File: src/rtl/fpu_ss_mem_buffer.sv
// In-order metadata FIFO ({rd, we, id}) between the FPU subsystem controller and the X-interface memory result path.
// Define FPU_SS_MEM_BUF_FALL_THROUGH_EN to let a push into an empty buffer be seen (and consumed) in the same cycle.
module fpu_ss_mem_buffer #(
    parameter int unsigned DEPTH    = 4,
    parameter int unsigned ID_WIDTH = 4
) (
    input  logic                       clk_i,
    input  logic                       rst_i,
    input  logic                       push_valid_i,
    output logic                       push_ready_o,
    input  logic [4:0]                 push_rd_i,
    input  logic                       push_we_i,
    input  logic [ID_WIDTH-1:0]        push_id_i,
    input  logic                       pop_ready_i,
    output logic                       pop_valid_o,
    output logic [4:0]                 pop_rd_o,
    output logic                       pop_we_o,
    output logic [ID_WIDTH-1:0]        pop_id_o,
    input  logic [ID_WIDTH-1:0]        result_id_i,
    input  logic                       flush_i,
    output logic [$clog2(DEPTH+1)-1:0] count_o,
    output logic                       err_underflow_o,
    output logic                       err_id_mismatch_o
);

    localparam int unsigned CNT_W = $clog2(DEPTH + 1);
    localparam int unsigned PTR_W = (DEPTH > 1) ? $clog2(DEPTH) : 1;

    typedef struct packed {
        logic [4:0]          rd;
        logic                we;
        logic [ID_WIDTH-1:0] id;
    } entry_t;

    entry_t              mem_q [DEPTH];
    logic [PTR_W-1:0]    rptr_q, wptr_q;
    logic [CNT_W-1:0]    cnt_q;
    logic                err_uf_q, err_id_q;

    entry_t push_e, head;
    logic   empty, full, bypass;
    logic   pop_fire, push_wr, pop_rd, underflow, id_err;

    // Pointers wrap explicitly so DEPTH need not be a power of two.
    function automatic logic [PTR_W-1:0] ptr_inc(input logic [PTR_W-1:0] p);
        return (p == PTR_W'(DEPTH - 1)) ? '0 : p + PTR_W'(1);
    endfunction

    assign empty        = (cnt_q == '0);
    assign full         = (cnt_q == CNT_W'(DEPTH));
    assign push_ready_o = !full;
    assign push_e       = '{rd: push_rd_i, we: push_we_i, id: push_id_i};

    always_comb begin
        head        = mem_q[rptr_q];
        pop_valid_o = !empty;
        bypass      = 1'b0;
        if (empty) head = '0;
`ifdef FPU_SS_MEM_BUF_FALL_THROUGH_EN
        // Empty buffer: present the incoming entry directly; if consumed now it never touches storage.
        if (empty && push_valid_i) begin
            head        = push_e;
            pop_valid_o = 1'b1;
            bypass      = pop_ready_i;
        end
`endif
    end

    assign pop_rd_o  = head.rd;
    assign pop_we_o  = head.we;
    assign pop_id_o  = head.id;

    // Flush wins over everything in its cycle, including error detection.
    assign pop_fire  = pop_ready_i & pop_valid_o & !flush_i;
    assign push_wr   = push_valid_i & push_ready_o & !flush_i & !bypass;
    assign pop_rd    = pop_fire & !bypass;
    assign underflow = pop_ready_i & !pop_valid_o & !flush_i;
    assign id_err    = pop_fire & (result_id_i != head.id);

    always_ff @(posedge clk_i) begin
        if (push_wr) mem_q[wptr_q] <= push_e;
    end

    always_ff @(posedge clk_i or posedge rst_i) begin
        if (rst_i) begin
            rptr_q <= '0;
            wptr_q <= '0;
            cnt_q  <= '0;
        end else if (flush_i) begin
            rptr_q <= '0;
            wptr_q <= '0;
            cnt_q  <= '0;
        end else begin
            if (push_wr) wptr_q <= ptr_inc(wptr_q);
            if (pop_rd)  rptr_q <= ptr_inc(rptr_q);
            case ({push_wr, pop_rd})
                2'b10:   cnt_q <= cnt_q + CNT_W'(1);
                2'b01:   cnt_q <= cnt_q - CNT_W'(1);
                default: cnt_q <= cnt_q;
            endcase
        end
    end

    always_ff @(posedge clk_i or posedge rst_i) begin
        if (rst_i) begin
            err_uf_q <= 1'b0;
            err_id_q <= 1'b0;
        end else begin
            if (underflow) err_uf_q <= 1'b1;
            if (id_err)    err_id_q <= 1'b1;
        end
    end

    assign count_o           = cnt_q;
    assign err_underflow_o   = err_uf_q;
    assign err_id_mismatch_o = err_id_q;

endmodule

File: config.mk
export PLATFORM = sky130hd
export DESIGN_NAME = fpu_ss_mem_buffer
export DESIGN_NICKNAME = d
export VERILOG_FILES = /design/src/rtl/fpu_ss_mem_buffer.sv
export SDC_FILE = /design/constraint.sdc
export NUM_CORES = 1
export LEC_CHECK = 0
export ABC_AREA = 1
export BUFFER_PORTS_ARGS = -buffer_cell sky130_fd_sc_hd__buf_2
export CAP_MARGIN = 0
export CORE_ASPECT_RATIO = 0.5
export CORE_MARGIN = 3
export CORE_UTILIZATION = 55
export CTS_BUF_LIST = sky130_fd_sc_hd__clkbuf_4
export CTS_CLUSTER_DIAMETER = 80
export DETAILED_ROUTE_END_ITERATION = 12
export PLACE_DENSITY = 0.77
export SYNTH_ARGS = -nofsm -noshare
export SYNTH_HDL_FRONTEND = slang
export SYNTH_SLANG_ARGS = --single-unit
File: constraint.sdc
create_clock -name clk_i -period 3.6 [get_ports clk_i]
set_clock_uncertainty 0.1 [all_clocks]
set_input_delay 0.9 -clock clk_i [delete_from_list [all_inputs] [get_ports clk_i]]
set_output_delay 0.9 -clock clk_i [all_outputs]
set_load 0.1 [all_outputs]
==> run summary <==
Outcome = completed
Final wirelength = 4.58 mm
Layout cells sized above 1 = 22.0%
Max Cap Violations = 0
Required time of the critical path = 2600 ps
Net Count, Synth = 251
Synth top area cells = edfxtp_1 53%, dfrtp_1 10%, nand2_1 7.7%, inv_1 6.3%, nor2_1 5.0%
Tmin final = 3200 ps
Synthesized area = 2250 sq um
CTS tree = done
Gr usage total = 21.2%
Mapped Cells = 226
Area of the multi-input gates = 693 sq um
Dpl cells = 311
Syn_area_per_cell = 9.94 sq um
Global placement routability congestion = 0.844
TritonRoute pass-1 iters = 4
Clock Latency Late Sink = 360 ps
Ys Warns = 0
Port Buffers = 35
Kind of critical path = flop to primary output
Setup TNS = 0 ps
Vias in the first global route = 1640
Unrepaired setup endpoints after global routing = false
Clock root cell = clkbuf_4
Hold Path Class = input pin to async pin
Boundary Pins = 36
Slew margin rel. = 57.7%
Hold-fix buffers, CTS = 0
Top FF cell, synth = edfxtp_1
Slew Viols, Final = 0
Die height = 51.2 um
Final Setup Violations = 0
Register area = 1430 sq um
Final ANT Viol Nets = 0
Area leader, netlist = edfxtp_1
Initial core utilization = 61.1%
Rows = 15
Die area = 4940 sq um
CTS Sinks = 49
Synth async-reset ratio = 18.4%
Fillers = 272
Detailed-route DRC error count = 0
P&R area growth vs syn = 17.3%
Synth cell types = 21
Synthesized flop and latch total = 49
CTS buffer count = 5
Setup Buffers After CTS = 0
Placement Setup Slack = 800 ps
Max Fclk = 313 MHz
Max H-tree Level = 2
Via-to-Cell Ratio = 5.14
Max FO, Critical Path = 12
Critical path's slowest cell = dfrtp_1
Pin count of the biggest net entering global routing = 22
Fin crit share = 88.8%
Worst slew pin tran = 634 ps
Final Hold Slack = 377 ps
Final hold vios = 0
EDFF count, synth = 40
Avg WL per Cell = 14.4 um
Routed via count = 1641
Setup crit end kind = primary output
Final worst slack = 404 ps
Ant. Diodes = 0
Post-CTS Resized = 0
DP HPWL = 3.26 mm
CP Cell Sequence = inv_1 -> nor2_1 -> o21ai_0 -> a21oi_4 -> buf_2
Largest stage delay on the critical path = 630 ps
Crit path arrival time = 2200 ps
Die X = 96.4 um
Startpoint Class = flop
Non-filler cells, final = 319
Sequential cell area fraction in the yosys report = 63.5%
Total grt overflow = 0
Longest Clk Path Bufs = 2
Worst-path clk slew = 140 ps
Core Footprint = 3680 sq um
Top-area cell type share of the netlist area = 53.5%
Net count reported at finish = 292
Antenna violations before repair = 0
First-pass GRT wire length = 7.62 mm
Number of DRC markers in iteration 0 = 100
==> cell usage after synthesis, drive strengths merged, types with 2 or more instances <==
library cell / number
a21oi: 6
buf: 6
dfrtp: 9
edfxtp: 40
ha: 5
inv: 39
nand2: 46
nand3: 18
nand3b: 2
nor2: 30
o21ai: 18
==> path summary, 6_finish.rpt <==
path | start | end | slack (ps) | cells past startpoint
min | rst_i | rptr_q[0]$_DFFE_PP0P_ | 380 | 2
min reg2reg | err_underflow_o$_DFFE_PP0P_ | err_underflow_o$_DFFE_PP0P_ | 410 | 1
max reg2reg | count_o[0]$_DFFE_PP0P_ | count_o[2]$_DFFE_PP0P_ | 1270 | 12
max | rptr_q[1]$_DFFE_PP0P_ | pop_rd_o[1] | 400 | 5
max in group asynchronous | rst_i | count_o[1]$_DFFE_PP0P_ | 2730 | 2
min in group clk_i | err_underflow_o$_DFFE_PP0P_ | err_underflow_o$_DFFE_PP0P_ | 410 | 1
==> sequential cells by signal (all words and copies together), names as in the netlist <==
name / cells
rptr_q: 2
count_o: 3
err_id_mismatch_o: 1
wptr_q: 2
err_underflow_o: 1
mem_q: 40
==> metrics by stage <==
step	util [%]	cell area (sq um)
CTS	71.7	2640
finish	71.7	2640
global route	71.7	2640
global placement	69.5	2560
detailed placement	69.5	2560
floorplan	-	2320
==> cells in the final DEF, fill, tap and decap left out, drive strengths merged <==
master	count
dfrtp	9
nand3	18
nand2	46
a21oi	6
a31o	1
fa	1
clkinv	2
xnor2	1
o22ai	1
ha	5
xor2	1
inv	39
edfxtp	40
nand3b	2
clkbuf	6
buf	41
bufinv	1
nor2	30
o21ai	18
==> worst max-delay path: cells and delay by family (launching register included) <==
family | cells | cell delay (ps)
compound gates | 2 | 290
simple gates | 1 | 170
buf+inv | 2 | 740
flops | 1 | 630
==> layout make-up <==
type / count / share of cell area (%)
clock buffer: 6 / 1.71
clock inverter: 2 / 1.28
inverter: 40 / 5.70
multi-input combinational: 130 / 26.3
sequential: 49 / 54.2
tap: 51 / 2.42
timing repair buffer: 41 / 8.35
==> cell families (layout without fill, tap and decap cells) <==
logic type                 count (synthesis)  in the layout  share of synthesized area [%]
buffers and inverters                     47             89                           8.69
and+or+nand+nor                           96             96                           17.4
xor gates and xnor gates                   2              2                          0.780
AOI/OAI and AO/OA                         26             26                           6.01
adders and majority gates                  6              6                           3.67
DFF                                       49             49                           63.5
==> layer usage <==
layer,up-vias,global-route usage (%),part of all wire [%],wire [um]
li1,810,-,-,-
met1,779,26.1,44,2020
met2,43,36.8,49,2260
met3,9,6.03,5.3,241
met4,0,5.58,1.2,57
met5,-,0,0,0
Power is not shown: default switching activity piles up to over one toggle a cycle in this logic, so the estimate is an artifact.
